<file path="src/rtl/dec4_to_16_pkg.sv">
// dec4_to_16_pkg: shared widths and types for the registered 4-to-16 decoder.
// Optional one-hot checker is enabled by defining DEC4_TO_16_ONEHOT_CHK_EN.
package dec4_to_16_pkg;
  localparam int DEC_IN_W  = 4;
  localparam int DEC_OUT_W = 16;
  localparam int DEC_GRP_W = 2;

  typedef logic [DEC_IN_W-1:0]  dec_sel_t;
  typedef logic [DEC_OUT_W-1:0] dec_onehot_t;

  // True when v has zero or one bit set (v & (v-1) clears the lowest set bit).
  function automatic logic onehot0(input dec_onehot_t v);
    return ((v & (v - dec_onehot_t'(1))) == '0);
  endfunction
endpackage

</file>
<file path="src/rtl/dec4_to_16_if.sv">
// dec4_to_16_if: select/enable request and decoded strobe response bundle.
// The err flag exists only when DEC4_TO_16_ONEHOT_CHK_EN is defined.
interface dec4_to_16_if;
  import dec4_to_16_pkg::*;

  dec_sel_t    w;
  logic        en;
  dec_onehot_t y;
  logic        active;
`ifdef DEC4_TO_16_ONEHOT_CHK_EN
  logic        err;
`endif

`ifdef DEC4_TO_16_ONEHOT_CHK_EN
  modport master (output w, en, input y, active, err);
  modport slave  (input w, en, output y, active, err);
`else
  modport master (output w, en, input y, active);
  modport slave  (input w, en, output y, active);
`endif
endinterface

</file>
<file path="src/rtl/dec4_to_16_dec2to4.sv">
// dec2to4: combinational 2-to-4 one-hot decoder with enable.
// An AND with en keeps outputs 0 when disabled, even if w is unknown.
module dec2to4 (
  input  logic [1:0] w,
  input  logic       en,
  output logic [3:0] y
);
  for (genvar k = 0; k < 4; k++) begin : g_bit
    assign y[k] = en & (w == 2'(k));
  end
endmodule

</file>
<file path="src/rtl/dec4_to_16.sv">
// dec4_to_16: registered 4-to-16 one-hot decoder built as a 2-level tree.
// Define DEC4_TO_16_ONEHOT_CHK_EN to add the sticky one-hot checker (err).
module dec4_to_16
  import dec4_to_16_pkg::*;
(
  input logic          clk,
  input logic          rst_n,
  dec4_to_16_if.slave  bus
);
  localparam int NGRP = DEC_OUT_W / (1 << DEC_GRP_W);

  logic [NGRP-1:0] grp_en;
  dec_onehot_t     y_next;
  dec_onehot_t     y_q;
  logic            active_q;

  // Upper stage: w[3:2] gated by en selects one group.
  dec2to4 u_upper (
    .w  (bus.w[DEC_IN_W-1:DEC_GRP_W]),
    .en (bus.en),
    .y  (grp_en)
  );

  // Lower stage: each group decodes w[1:0] into its 4 output bits.
  for (genvar g = 0; g < NGRP; g++) begin : g_lower
    dec2to4 u_lower (
      .w  (bus.w[DEC_GRP_W-1:0]),
      .en (grp_en[g]),
      .y  (y_next[4*g +: 4])
    );
  end

  // Output registers; reset clears any decode in flight.
  always_ff @(posedge clk or negedge rst_n) begin
    if (!rst_n) begin
      y_q      <= '0;
      active_q <= 1'b0;
    end else begin
      y_q      <= y_next;
      active_q <= bus.en;
    end
  end

  assign bus.y      = y_q;
  assign bus.active = active_q;

`ifdef DEC4_TO_16_ONEHOT_CHK_EN
  logic err_q;
  logic bad;

  assign bad = !onehot0(y_q) || ((|y_q) != active_q);

  // Sticky flag raised the cycle after the registered outputs look inconsistent.
  always_ff @(posedge clk or negedge rst_n) begin
    if (!rst_n) err_q <= 1'b0;
    else        err_q <= err_q | bad;
  end

  assign bus.err = err_q;
`endif
endmodule

</file>
<file path="src/flat_wrapper.sv">
// flat-port wrapper written by rule: the top's interface ports become plain ports
module dec4_to_16_flat import dec4_to_16_pkg::*;
  (clk, rst_n, bus_w, bus_en, bus_y, bus_active);
  dec4_to_16_if bus_i ();
  input logic clk;
  input logic rst_n;
  input wire logic [$bits(bus_i.w)-1:0] bus_w;
  input wire logic [$bits(bus_i.en)-1:0] bus_en;
  output wire logic [$bits(bus_i.y)-1:0] bus_y;
  output wire logic [$bits(bus_i.active)-1:0] bus_active;
  assign bus_i.w = bus_w;
  assign bus_i.en = bus_en;
  assign bus_y = bus_i.y;
  assign bus_active = bus_i.active;
  dec4_to_16 u_core (.clk(clk), .rst_n(rst_n), .bus(bus_i));
endmodule
</file>
<file path="config.mk">
export PLATFORM = sky130hd
export DESIGN_NAME = dec4_to_16_flat
export DESIGN_NICKNAME = d
export VERILOG_FILES = /design/src/rtl/dec4_to_16_pkg.sv /design/src/rtl/dec4_to_16_if.sv /design/src/rtl/dec4_to_16_dec2to4.sv /design/src/rtl/dec4_to_16.sv /design/src/flat_wrapper.sv
export SDC_FILE = /design/constraint.sdc
export NUM_CORES = 1
export LEC_CHECK = 0
export ABC_AREA = 1
export ABC_CLOCK_PERIOD_IN_PS = 800
export CORE_MARGIN = 1
export CORE_UTILIZATION = 35
export CTS_BUF_LIST = sky130_fd_sc_hd__clkbuf_4 sky130_fd_sc_hd__clkbuf_8 sky130_fd_sc_hd__clkbuf_16
export CTS_CLUSTER_DIAMETER = 100
export CTS_CLUSTER_SIZE = 30
export DETAILED_ROUTE_END_ITERATION = 12
export PLACE_DENSITY = 0.7
export SLEW_MARGIN = 5
export SYNTH_ARGS = -nofsm -noshare
export SYNTH_HDL_FRONTEND = slang
export SYNTH_SLANG_ARGS = --single-unit
</file>
<file path="constraint.sdc">
create_clock -name clk -period 0.8 [get_ports clk]
set_input_delay 0.16 -clock clk [delete_from_list [all_inputs] [get_ports clk]]
set_output_delay 0.16 -clock clk [all_outputs]
set_load 0.01 [all_outputs]
</file>
==> run metrics <==
Clock Tree Buf Depth=2; CTS Buf Count=3; DIE AREA=1700 um^2; overall routed net length=1.05 mm; post-DP HPWL=785 um; IO Port Bufs=23; Design Area, Final=between 700 and 800 um^2; Post-DP Area=807 um^2; ant diodes=0; non-filler instance count after layout=between 80 and 90; sequential share of power=0.602; unrepaired setup endpoints after global routing=yes; fmax=1030 MHz; Final WS setup=-0.175 ns; Syn Inst Count=46; top post-synthesis cells by count=17 x dfrtp_1, 17 x nor2_1, 5 x nand2_1; buffers plus inverters on the worst setup path=1; cell chain of the critical path=buf_2; Fillers=131; drt initial violations=6; clock slew at reported path FFs=0.09 ns; initial antenna violation count=0; Setup Crit Path Kind=reg2out; NetSw=0.340 mW; Synth async-reset ratio=1.00; met2 wire len=511 um; vias=404; Slew Limit Fails=0; part of the power in the clock network=0.306; Lkg Pwr=0.467 nW; met1 wire length=444 um; vias in the first global route=around 390; Initial Utilization=0.394; Core Util, Final=0.579; Final nets=just over 80; Slowest cell on crit path=dfrtp_1; Synth area leaders=dfrtp_1 79%, nor2_1 12%, nand2_1 3.5%; Final setup viols=17; CP Capture Type=output port; Critical Path Fanout Max=1; CP startpoint kind=register; Total Neg Setup Slack=-2.58 ns; crit-path max cell delay=0.39 ns; Worst VDD drop=1120 uV; Comb pwr share=0.092; Worst path depth=1; worst min path class=in2reg; syn_nets=53; max_cap viols=0; Setup WS pre-CTS=-0.286 ns; post-synthesis cell type count=5; CTS H-Tree Depth=1; Die Ht=41.2 um; met3 wire length=86 um; outcome=finished, violations left; synthesis warning total=0; Post-route DRC=0; Rows=13; area of the core=1370 um^2; crit share post-route=1.22; CTS sink cnt=17; Antenna Nets Post-Route=0; Arr. time, crit path=roughly 0.82 ns; predominant post-synthesis flop cell=dfrtp_1; CTS tree=done; largest net degree at the start of global routing=18; Design Power=1.46 mW; failing checks=negative setup slack; post-CTS setup buffers=0; max layer used=met4; PwrDens=1840 nW/um^2; final hold violations=0; hold slack=~0.13 ns; Synth top area share=0.791; FF+latch count, synth=17; routed length per instance=about 12 um; Post-synth EDFFs=0; total internal power=1.12 mW; CP delay by family, top=flip-flops; Mapped Area=538 um^2; CTS Hold Buffers Added=0; final global-route overflow total=0; Rel. slew slack=0.839; area leader, netlist=dfrtp_1; I/O pin total=24; DR pass1 iterations=4; synthesis-to-finish area growth=47.0%; WP data required=~0.64 ns; crit path to=bus_y[8]; fin crit period=0.975 ns; placed cell count=85; Die X=41.2 um; layout cells sized above 1=0.338; post-synthesis sequential area ratio=0.791; syn_area_per_cell=11.7 um^2; CP startpoint=u_core.bus.y[8]; gpl congestion=around 0.73; Root Driver=clkbuf_4; Switching Share=0.233; first-pass GRT wire length=1.70 mm; all-layer global routing usage=0.166; number of vias per cell=roughly 4.5; worst slew pin tran=0.241 ns
## power groups by stage
stage | clock [mW] | combinational (mW) | sequential (mW)
2_1_floorplan | 0 | 0.0295 | 0.904
3_3_place_gp | 0 | 0.140 | 0.895
5_1_grt | 0.498 | 0.148 | 0.880
4_1_cts | 0.467 | 0.130 | 0.878
3_5_place_dp | 0 | 0.144 | 0.895
6_report | 0.446 | 0.134 | 0.878
## how the worst min path moves through the flow
stage,startpoint,end,slack [ns],depth (start not counted)
after floorplan,rst_n,u_core.bus.active,-0.14,0
after global placement,rst_n,u_core.bus.y[13],0.51,2
after detailed placement,rst_n,u_core.bus.y[13],0.51,2
after CTS,rst_n,u_core.bus.y[13],0.19,2
after global routing,bus_en,u_core.bus.active,0.12,1
final,bus_en,u_core.bus.active,0.13,1
## repair_timing
action                                  in CTS  in global routing
gates cloned                                 0                  0
resized for setup                           68                  9
endpoints found under the setup margin      17                 32
## registers in the layout (all words and copies together), names as in the netlist
name / cells
u_core.bus.y: 16
u_core.bus.active: 1
## per-layer routing
metal	global-route usage	vias to the layer above
li1	-	195
met1	0.194	187
met2	0.258	20
met3	0.0652	2
met4	0.0968	0
met5	0	-
## final cells by class
cell class / count / area [um^2] / share of cell area
flip-flops and latches: 17 / 425 / 0.538
well taps: 15 / 18.8 / 0.0237
multi-input cells: 25 / 113 / 0.142
clock buffers: 3 / 22.5 / 0.0285
clock inverters: 1 / 5.00 / 0.00633
inverters: 4 / 15.0 / 0.0190
repair buffers: 24 / 191 / 0.242
## cell usage in the layout (no fill, tap or decap), drive strengths merged
cell	netlist	layout
nor2	17	17
dfrtp	17	17
dlymetal6s2s	0	3
inv	4	4
nand3	3	3
clkbuf	0	3
buf	0	18
nand2	5	5
clkdlybuf4s50	0	3
clkinv	0	1
## cells by family (layout without fill, tap and decap cells)
logic type / Yosys count / count (layout) / synth area share
and+or+nand+nor: 25 / 25 / 0.181
DFF: 17 / 17 / 0.791
buffers and inverters: 4 / 32 / 0.0279
Power figures use the tool's default switching activity.
